$ cat src/rtl/grey_decode6.sv
// grey_decode6: receive side of a Gray-coded counter crossing clock domains.
// Synchronises the incoming code, decodes it to binary, classifies each sampled
// change as a legal single-bit step or an illegal multi-bit jump, and keeps
// saturating step/error counts for the logic analyser.
module grey_decode6 #(
   parameter int WIDTH       = 6,
   parameter int SYNC_STAGES = 2,
   parameter int CNT_W       = 16
) (
   input  logic             clk,
   input  logic             rst,
   input  logic [WIDTH-1:0] grey_in,
   input  logic             clr,
   output logic [WIDTH-1:0] bin,
   output logic             valid,
   output logic             dir,
   output logic             wrap,
   output logic [CNT_W-1:0] step_cnt,
   output logic [7:0]       err_cnt,
   output logic             err
);

   localparam int FW = $clog2(SYNC_STAGES + 1);
   localparam logic [WIDTH-1:0] MAXV = {WIDTH{1'b1}};

   typedef enum logic {INIT, TRACK} state_t;

   state_t                                 state_q, state_d;
   logic [FW-1:0]                          flush_q, flush_d;
   logic [SYNC_STAGES-1:0][WIDTH-1:0]      sync_q;
   logic [WIDTH-1:0]                       grey_q, grey_d;
   logic [WIDTH-1:0]                       bin_q, bin_d;
   logic                                   valid_q, valid_d;
   logic                                   dir_q, dir_d;
   logic                                   wrap_q, wrap_d;
   logic [CNT_W-1:0]                       step_q, step_d;
   logic [7:0]                             errc_q, errc_d;
   logic                                   err_q, err_d;

   logic [WIDTH-1:0] grey_s, dec_s, diff;
   logic             one_bit, multi_bit;

   // Gray to binary: each binary bit is the XOR of all Gray bits at or above it.
   function automatic logic [WIDTH-1:0] g2b(input logic [WIDTH-1:0] g);
      logic [WIDTH-1:0] b;
      b[WIDTH-1] = g[WIDTH-1];
      for (int i = WIDTH - 2; i >= 0; i--) b[i] = b[i+1] ^ g[i];
      return b;
   endfunction

   assign grey_s    = sync_q[SYNC_STAGES-1];
   assign dec_s     = g2b(grey_s);
   assign diff      = grey_s ^ grey_q;
   // Exactly one bit set: non-zero and clearing the lowest set bit leaves zero.
   assign one_bit   = (diff != '0) && ((diff & (diff - WIDTH'(1))) == '0);
   assign multi_bit = (diff != '0) && !one_bit;

   // Synchroniser chain for the foreign-domain Gray code.
   always_ff @(posedge clk or posedge rst) begin
      if (rst) begin
         sync_q <= '0;
      end else begin
         sync_q[0] <= grey_in;
         for (int s = 1; s < SYNC_STAGES; s++) sync_q[s] <= sync_q[s-1];
      end
   end

   // State, tracking registers, registered outputs and counters.
   always_ff @(posedge clk or posedge rst) begin
      if (rst) begin
         state_q <= INIT;
         flush_q <= '0;
         grey_q  <= '0;
         bin_q   <= '0;
         valid_q <= 1'b0;
         dir_q   <= 1'b0;
         wrap_q  <= 1'b0;
         step_q  <= '0;
         errc_q  <= '0;
         err_q   <= 1'b0;
      end else begin
         state_q <= state_d;
         flush_q <= flush_d;
         grey_q  <= grey_d;
         bin_q   <= bin_d;
         valid_q <= valid_d;
         dir_q   <= dir_d;
         wrap_q  <= wrap_d;
         step_q  <= step_d;
         errc_q  <= errc_d;
         err_q   <= err_d;
      end
   end

   // Next state: flush the synchroniser, then classify each sampled change.
   always_comb begin
      state_d = state_q;
      flush_d = flush_q;
      grey_d  = grey_q;
      bin_d   = bin_q;
      valid_d = 1'b0;
      dir_d   = dir_q;
      wrap_d  = 1'b0;
      step_d  = step_q;
      errc_d  = errc_q;
      err_d   = err_q;
      case (state_q)
         INIT: begin
            // Sync flops still hold reset zeros until flushed; the first real
            // code is adopted silently, whatever its value.
            if (flush_q == FW'(SYNC_STAGES)) begin
               grey_d  = grey_s;
               bin_d   = dec_s;
               state_d = TRACK;
            end else begin
               flush_d = flush_q + FW'(1);
            end
         end
         TRACK: begin
            if (one_bit) begin
               grey_d  = grey_s;
               bin_d   = dec_s;
               valid_d = 1'b1;
               dir_d   = (dec_s == bin_q + WIDTH'(1));
               wrap_d  = ((bin_q == MAXV) && (dec_s == '0)) ||
                         ((bin_q == '0) && (dec_s == MAXV));
               if (step_q != {CNT_W{1'b1}}) step_d = step_q + CNT_W'(1);
            end else if (multi_bit) begin
               // Resynchronise to whatever arrived so one glitch costs one error.
               grey_d = grey_s;
               bin_d  = dec_s;
               err_d  = 1'b1;
               if (errc_q != 8'hFF) errc_d = errc_q + 8'd1;
            end
         end
         default: state_d = INIT;
      endcase
      // Clear overrides any same-cycle count/err update; bin and pulses unaffected.
      if (clr) begin
         step_d = '0;
         errc_d = '0;
         err_d  = 1'b0;
      end
   end

   assign bin      = bin_q;
   assign valid    = valid_q;
   assign dir      = dir_q;
   assign wrap     = wrap_q;
   assign step_cnt = step_q;
   assign err_cnt  = errc_q;
   assign err      = err_q;

endmodule

$ cat config.mk
export PLATFORM = sky130hd
export DESIGN_NAME = grey_decode6
export DESIGN_NICKNAME = d
export VERILOG_FILES = /design/src/rtl/grey_decode6.sv
export SDC_FILE = /design/constraint.sdc
export NUM_CORES = 1
export LEC_CHECK = 0
export ABC_AREA = 0
export BUFFER_PORTS_ARGS = -buffer_cell sky130_fd_sc_hd__buf_2
export CAP_MARGIN = 30
export CORE_MARGIN = 2
export CORE_UTILIZATION = 40
export CTS_CLUSTER_DIAMETER = 80
export DETAILED_ROUTE_END_ITERATION = 6
export PLACE_DENSITY = 0.69
export SLEW_MARGIN = 15
export SYNTH_ARGS = -nofsm -noshare
export SYNTH_HDL_FRONTEND = slang
export SYNTH_SLANG_ARGS = --single-unit
$ cat constraint.sdc
create_clock -name clk -period 2.7 [get_ports clk]
set_input_delay 0.54 -clock clk [delete_from_list [all_inputs] [get_ports clk]]
set_output_delay 0.54 -clock clk [all_outputs]
set_load 0.02 [all_outputs]
---- After elaboration in Yosys (flattened, before gate mapping) ----
Index checks and enable logic that the tools add are counted.
cells by class
  add/subtract/negate cells ............... 5
  eq/ne operators ......................... 9
  reductions and logical operators ........ 21
  bitwise logic cells ..................... 9
  multiplexer cells ....................... 27
operators with widths
  cell                                               count
  2-to-1 mux 16 bit                                  4
  2-to-1 mux 8 bit                                   5
  2-to-1 mux 6 bit                                   6
  case mux 6 bit (2 select lines)                    2
  logical NOT 6 bit                                  3
  adder 16 x 1 -> 16 bit (second input constant)     1
  != test 16 bit (second input constant)             1
  equality test 6 bit (second input constant)        2
  2-to-1 mux 1 bit                                   10
  nonzero test 2 bit                                 5
  adder 8 x 1 -> 8 bit (second input constant)       1
  != test 8 bit (second input constant)              1
  adder 6 x 1 -> 6 bit (second input constant)       1
  AND 6 bit                                          1
  equality test 6 bit                                1
  AND reduction 2 bit                                3
  AND reduction 3 bit                                2
  nonzero test 6 bit                                 1
  subtractor 6 x 1 -> 6 bit (second input constant)  1
  bitwise XOR 6 bit                                  1
  bitwise XOR 1 bit                                  5
  logical AND 1 bit                                  4
  != test 2 bit (second input constant)              2
  AND reduction 4 bit                                1
  other kinds (6)                                    7
word-level totals
  input port bits ......................... 9
  register bits after elaboration ......... 55

---- Logic depth before layout (Yosys ltp) ----
Gate-level depths: netlist (run 1).
  word-level depth ........................ 11
  depth in mapped cells ................... 12

---- Worst setup path after synthesis (run 1) ----
OpenSTA, ideal clock, no wires.
  kind .................................... register -> register
  from .................................... reg sync_q, in the netlist grey_s[4]
  to ...................................... reg dir_q (netlist: dir)
  period minus slack after synthesis ...... 2.662 ns
  stages on the path, launching flop included .. 12
  setup slack ............................. 0.038 ns
  data required time ...................... 2.605 ns
  arrival ................................. 2.567 ns
  buffers on the path ..................... 1
  cells stage by stage .................... dfrtp_1 inv_1 ha_1 xnor2_1 inv_2 ha_1 clkbuf_1 xnor2_1 ha_1 xnor2_1 nand3_1 o31ai_1
on the way
  cells in the longest elaborated chain, start to end .. 6
  elaborated cells between the ends (all ways) .. 13
  classes of those cells .................. add/sub (1); eq/ne (1); bitwise (7); reduce/logical (4)
RTL lines
  element                                                                      line    source
  from (decl)                                                                  30      logic [SYNC_STAGES-1:0][WIDTH-1:0] sync_q;
  bitwise XOR 6 bit / bitwise XOR 1 bit (equally long branches)                53, 47
  subtractor 6 x 1 -> 6 bit / bitwise XOR 1 bit (equally long branches)        55, 47
  AND 6 bit / bitwise XOR 1 bit (equally long branches)                        55, 47
  logical NOT 6 bit / bitwise XOR 1 bit (equally long branches)                55, 47
  logical AND 1 bit / bitwise XOR 1 bit (equally long branches)                55, 47
  AND reduction 2 bit (no line) / equality test 6 bit (equally long branches)  -
  to (signal assigned)                                                         87      dir_q <= dir_d;
  to (decl)                                                                    34      logic dir_q, dir_d;
Several ways; a longest one is shown, not always the timed one.
A chain may end at the register's enable or synchronous reset.

---- Worst setup path in the final report (run 1) ----
Ends and elaborated chain as after synthesis.

==> results of run 1 <==
[metrics by stage]
| stage | area, µm² | std cells | setup slack (ps) | total power [mW] |
|---|---|---|---|---|
| finish | 3220 | 417 | 194 | 1.74 |
| floorplan | 2810 | 278 | 37.8 | 1.16 |
| global route | 3220 | 417 | 2.59 | 1.84 |
| detailed placement | 3110 | 408 | 208 | 1.26 |
| CTS | 3210 | 416 | 177 | 1.76 |
| global placement | 3110 | 408 | 280 | 1.25 |
[power by group through the flow]
| stage | clock, mW | sequential, mW | combinational, mW |
|---|---|---|---|
| global placement | 0 | 0.913 | 0.337 |
| global route | 0.538 | 0.909 | 0.388 |
| floorplan | 0 | 0.943 | 0.219 |
| finish | 0.492 | 0.902 | 0.344 |
| CTS | 0.509 | 0.901 | 0.346 |
| detailed placement | 0 | 0.917 | 0.345 |
[worst paths after layout]
check                      cells past startpoint  slack, ps          end
setup / recovery                              10        190          dir
hold / removal                                 2        270          err
setup reg to reg                              10        190          dir
hold reg to reg                                0        360    grey_s[4]
max in group asynchronous                      3       1860  step_cnt[4]
min in group clk                               1        330    sync_q[0]
[worst max-delay path: cells and delay by family (launching register included)]
family	cells	cell delay, ps
XOR/XNOR	3	610
AO/OA/AOI/OAI	1	190
buffers and inverters	2	160
flip-flops	1	370
AND/OR/NAND/NOR	1	90
adder cells (fa/ha/maj)	3	1020
[placed cells by master, fill, tap and decap left out, types with 3 or more instances in the layout]
cell      Yosys  routed
nor2b_1       7       7
clkbuf_8      0       6
mux2_2        3       3
inv_1        13      12
and4_4        3       3
or4_1         6       6
nor4_1        9       9
buf_4         2       5
a21oi_1      24      24
mux2_1        9       9
buf_2         1      42
nor2_1       16      16
o31ai_1       8       8
o21ai_0       5       5
and4_1        3       3
nor3_1        3       3
o211ai_1      3       3
nand4_1       8       8
or3_1         9       9
xnor2_1       8       8
inv_2         2       3
dfrtp_1      54      54
ha_1         10      10
o21ai_1       8       8
nand3_1       9       9
xor2_1        5       5
nand2_1      18      18
[state kept, by name, indices dropped and copies added, names as in the netlist]
signal and cells:
err_cnt 8, bin 5, dir 1, state_q 1, valid 1, step_cnt 16, grey_q 6, flush_q 2
err 1, wrap 1, sync_q 6, grey_s 6
[layout make-up]
cell class / count / area [µm²]
clock buffer: 6 / 82.6
tap: 96 / 120
fill: 661 / 3570
clock inverter: 2 / 17.5
sequential: 54 / 1350
inverter: 15 / 56.3
timing repair buffer: 48 / 268
multi-input combinational: 196 / 1330
[per-layer routing]
metal	track usage, %	vias to the layer above	part of all wire, %
li1	-	1092	-
met1	21.9	1092	48
met2	24.5	45	46
met3	3.30	9	3.8
met4	5.73	0	1.5
met5	0	-	0
[cells by family (layout without fill, tap and decap cells)]
group	count (synthesis)	count (layout)	synth area share [%]
AOI/OAI and AO/OA	56	56	12.1
xor gates and xnor gates	14	14	4.62
adders and majority gates	10	10	4.45
muxes	13	13	5.16
DFF	54	54	48.0
and+or+nand+nor	103	103	20.8
buffers and inverters	28	71	4.85
==> flow_metrics.env, run 1 <==
export IMPL_wl_per_cell_um=13.5
export IMPL_crit_type="flop to flop"
export IMPL_drive_gt1_share_pct=21.5
export IMPL_num_vias=2238
export IMPL_pin_count=43
export IMPL_n_antenna_cell=0
export IMPL_fp_row_count=30
export IMPL_setup_viol=0
export IMPL_p_seq_share_pct=51.9
export IMPL_cp_max_fo=6
export IMPL_hp_class="input port to async pin"
export IMPL_grt_pass1_vias=2055
export IMPL_intPower_mw=1.20
export IMPL_drv_slew=0
export IMPL_drtIter0Drc=71
export IMPL_post_dp_hpwl_mm=3.94
export IMPL_fp_dieW_um=87.9
export IMPL_maxSlewHeadroom_pct=55.0
export IMPL_fmax_mhz=399
export IMPL_clock_sinks=54
export IMPL_syn_avg_cell_area_um2=10.1
export IMPL_yosysSeqAreaShare_pct=48.0
export IMPL_outcome="completed"
export IMPL_power_leakage_nw=1.44
export IMPL_path_cells="inv_1 -> ha_1 -> xnor2_1 -> inv_2 -> ha_1 -> xnor2_1 -> ha_1 -> xnor2_1 -> nand3_1 -> o31ai_1"
export IMPL_rsz0062_at_grt="no"
export IMPL_fp_dieH_um=87.9
export IMPL_cts_buffer_depth=2
export IMPL_fin_crit_ps=2510
export IMPL_tns_ps=0
export IMPL_vias_per_cell=5.37
export IMPL_detail_route_antenna_nets=0
export IMPL_power_frac_clock_pct=28.3
export IMPL_maxCapViolations=0
export IMPL_peakVddDrop_mv=0.314
export IMPL_io_buffers=42
export IMPL_synthArstFlopShare_pct=100
export IMPL_cts_tree="done"
export IMPL_clk_latency_ps=320
export IMPL_grt_use_total_pct=15.8
export IMPL_synthTopCellsByCount="dfrtp_1, a21oi_1, nand2_1"
export IMPL_wl_mm=5.61
export IMPL_ys_top_cells_by_area="dfrtp_1, ha_1, a21oi_1"
export IMPL_crit_path_max_incr_delay_ps=380
export IMPL_cts_setup_buffers=0
export IMPL_timing_rr_start="grey_s[4]"
export IMPL_syn_to_final_growth_pct=14.5
export IMPL_antenna_found_initial=0
export IMPL_fin_crit_sh_pct=92.8
export IMPL_final_nets=339
export IMPL_ys_types=46
export IMPL_power_density_nw_per_um2=540
export IMPL_drtPass1Iterations=4
export IMPL_worst_slew_pin_slew_ps=672
export IMPL_critPathRequiredTime_ps=2920
export IMPL_critPathCaptureType="flop"
export IMPL_synth_flop_cell="dfrtp_1"
export IMPL_synth_seq_cells=54
export IMPL_hold_violations=0
export IMPL_skew_ps=13.0
export IMPL_core_area_um2=6790
export IMPL_netlist_area_um2=2810
export IMPL_synthCells=278
export IMPL_synth_edf_count=0
export IMPL_critPathArrivalTime_ps=2730
export IMPL_clkTransAtPathRegs_ps=110
export IMPL_post_cts_resized=0
export IMPL_hold_buffers=0
export IMPL_cts_root_buf="clkbuf_8"
export IMPL_synth_most_common_cell="dfrtp_1"
export IMPL_p_sw_share_pct=30.8
export IMPL_initial_utilization_pct=41.4
export IMPL_htreeDepth=2
export IMPL_grt_pass1_wl_mm=9.51
export IMPL_die_area_um2=7720
export IMPL_drc=0
export IMPL_routabilityCongestion=0.769
export IMPL_holdWs_ps=270
export IMPL_mappedNetlistNets=297
export IMPL_grt_ovfl_total=0
export IMPL_synth_top_area_share_pct=48.0
export IMPL_pwr_share_comb_pct=19.8
export IMPL_cts_made_buffers=5
export IMPL_cp_startpoint="grey_s[4]"
export IMPL_worst_path_max_delay_cell="ha_1"
export IMPL_yosysWarningCount=0
export IMPL_utilization_pct=47.4
export IMPL_p_switching_uw=536
export IMPL_cp_start_kind="flop"
export IMPL_grt_max_degree=34
export IMPL_yosys_area_top_type="dfrtp_1"
Power figures use the tool's default switching activity.
==> run 2, diff against run 1 <==
- CORE_UTILIZATION: 40 -> 50
- CTS_CLUSTER_SIZE: default -> 16
- PLACE_DENSITY: 0.69 -> 0.79
- clock period: 2.7 -> 2.6 ns (I/O delays scaled with it)
==> run 2 against run 1 <==
Register-to-register slack worse by 70 ps; highest routed layer unchanged; total power grew 2.0%; largest cell class is now multi-input gates; largest power group unchanged; sequential power increased by 3.9%.
==> flow_metrics.env, run 2 (synthesis gave the netlist of run 1 again) <==
export IMPL_die_area_um2=6240
export IMPL_power_frac_clock_pct=25.4
export IMPL_power_leakage_nw=1.45
export IMPL_detail_route_antenna_nets=0
export IMPL_final_cells=395
export IMPL_wl_per_cell_um=14.1
export IMPL_intPower_mw=1.23
export IMPL_largest_reg_flops=16
export IMPL_initial_utilization_pct=51.4
export IMPL_maxSlewHeadroom_pct=59.3
export IMPL_cts_made_buffers=5
export IMPL_fin_crit_ps=2480
export IMPL_power_density_nw_per_um2=549
export IMPL_crit_type="flop to flop"
export IMPL_hold_buffers=0
export IMPL_crit_path_max_incr_delay_ps=450
export IMPL_critPathCaptureType="flop"
export IMPL_cts_root_buf="clkbuf_8"
export IMPL_hold_violations=0
export IMPL_layout_commonest_cell="dfrtp_1"
export IMPL_worst_path_buf_inv=0
export IMPL_crit_cells=6
export IMPL_grt_max_degree=34
export IMPL_drive_gt1_share_pct=23.2
export IMPL_drv_slew=0
export IMPL_grt_use_total_pct=19.4
export IMPL_critPathRequiredTime_ps=2800
export IMPL_core_area_um2=5470
export IMPL_dp_cells=388
export IMPL_ff2ff_path_depth=6
export IMPL_path_delay_family="simple AND/OR/NAND/NOR gates"
export IMPL_outcome="completed"
export IMPL_fmax_mhz=404
export IMPL_cp_start_kind="flop"
export IMPL_fin_crit_sh_pct=95.3
export IMPL_cp_max_fo=22
export IMPL_p_switching_uw=541
export IMPL_p_seq_share_pct=52.8
export IMPL_antenna_found_initial=0
export IMPL_peakVddDrop_mv=0.307
export IMPL_io_buffers=42
export IMPL_drc=0
export IMPL_mostFrequentLayoutCells="dfrtp_1, buf_2, a21oi_1"
export IMPL_grt_ovfl_total=0
export IMPL_fp_row_count=27
export IMPL_final_nets=342
export IMPL_wl_mm=5.58
export IMPL_drtPass1Iterations=4
export IMPL_tns_ps=0
export IMPL_hp_class="input port to async pin"
export IMPL_pin_count=43
export IMPL_fp_dieH_um=79.0
export IMPL_critPathArrivalTime_ps=2670
export IMPL_cts_tree="done"
export IMPL_htreeDepth=2
export IMPL_worst_slew_pin_slew_ps=608
export IMPL_utilization_pct=59.0
export IMPL_vias_per_cell=5.72
export IMPL_maxCapViolations=0
export IMPL_fin_ws_ps=123
export IMPL_clkTransAtPathRegs_ps=100
export IMPL_cts_buffer_depth=2
export IMPL_skew_ps=14.7
export IMPL_fp_dieW_um=79.0
export IMPL_syn_to_final_growth_pct=14.7
export IMPL_grt_pass1_wl_mm=9.69
export IMPL_grt_pass1_vias=2143
export IMPL_num_vias=2261
export IMPL_clk_latency_ps=310
export IMPL_routabilityCongestion=0.925
export IMPL_dp_slack_ps=107
export IMPL_clock_sinks=54
export IMPL_n_antenna_cell=0
export IMPL_worst_path_max_delay_cell="dfrtp_1"
export IMPL_post_dp_hpwl_mm=4.04
export IMPL_path_cells="xor2_2 -> nor3_2 -> nor3b_1 -> o211ai_4 -> nor4_1 -> mux2_1"
export IMPL_p_sw_share_pct=30.5
export IMPL_pwr_share_comb_pct=21.8
export IMPL_setup_viol=0
export IMPL_drtIter0Drc=125
==> run 2: routing by layer <==
| metal | global-route usage [%] | vias to the layer above | wire (µm) |
|---|---|---|---|
| li1 | - | 1088 | - |
| met1 | 25.5 | 1107 | 2580 |
| met2 | 32.1 | 57 | 2670 |
| met3 | 3.30 | 9 | 229 |
| met4 | 7.76 | 0 | 97 |
| met5 | 0 | - | 0 |
==> run 2: worst paths after layout <==
check                            from      endpoint  slack, ps
min reg2reg                 sync_q[0]     grey_s[0]        360
min in group clk           grey_in[1]     sync_q[1]        320
max                         grey_s[3]  step_cnt[13]        120
max reg2reg                 grey_s[3]  step_cnt[13]        120
min                               rst  step_cnt[10]        150
max in group asynchronous         rst     grey_s[5]       1840
==> run 2: repair_timing <==
action / 4_1_cts / 5_1_grt
buffers inserted: 0 / 0
setup endpoints to repair: 0 / 10
resized for setup: 0 / 5
==> run 2: final cells by class <==
type / instances / area [µm²]
Sequential cell: 54 / 1350
Clock inverter: 1 / 7.51
Timing Repair Buffer: 51 / 278
Inverter: 15 / 56.3
Fill cell: 508 / 2240
Multi-Input combinational cell: 196 / 1370
Tap cell: 72 / 90.1
Clock buffer: 6 / 72.6
==> run 2: power groups by stage <==
stage,clock network (mW),logic [mW],registers (mW)
after floorplan,0,0.229,0.980
after global placement,0,0.355,0.948
after detailed placement,0,0.368,0.952
after CTS,0.458,0.368,0.936
after global routing,0.491,0.433,0.944
final,0.451,0.386,0.937
==> run 2: through the flow <==
step	hold slack, ps	instance area [µm²]	power [mW]
floorplan	331	2820	1.21
detailed placement	336	3110	1.32
CTS	167	3190	1.76
finish	153	3230	1.77
global placement	332	3110	1.30
global route	181	3230	1.87
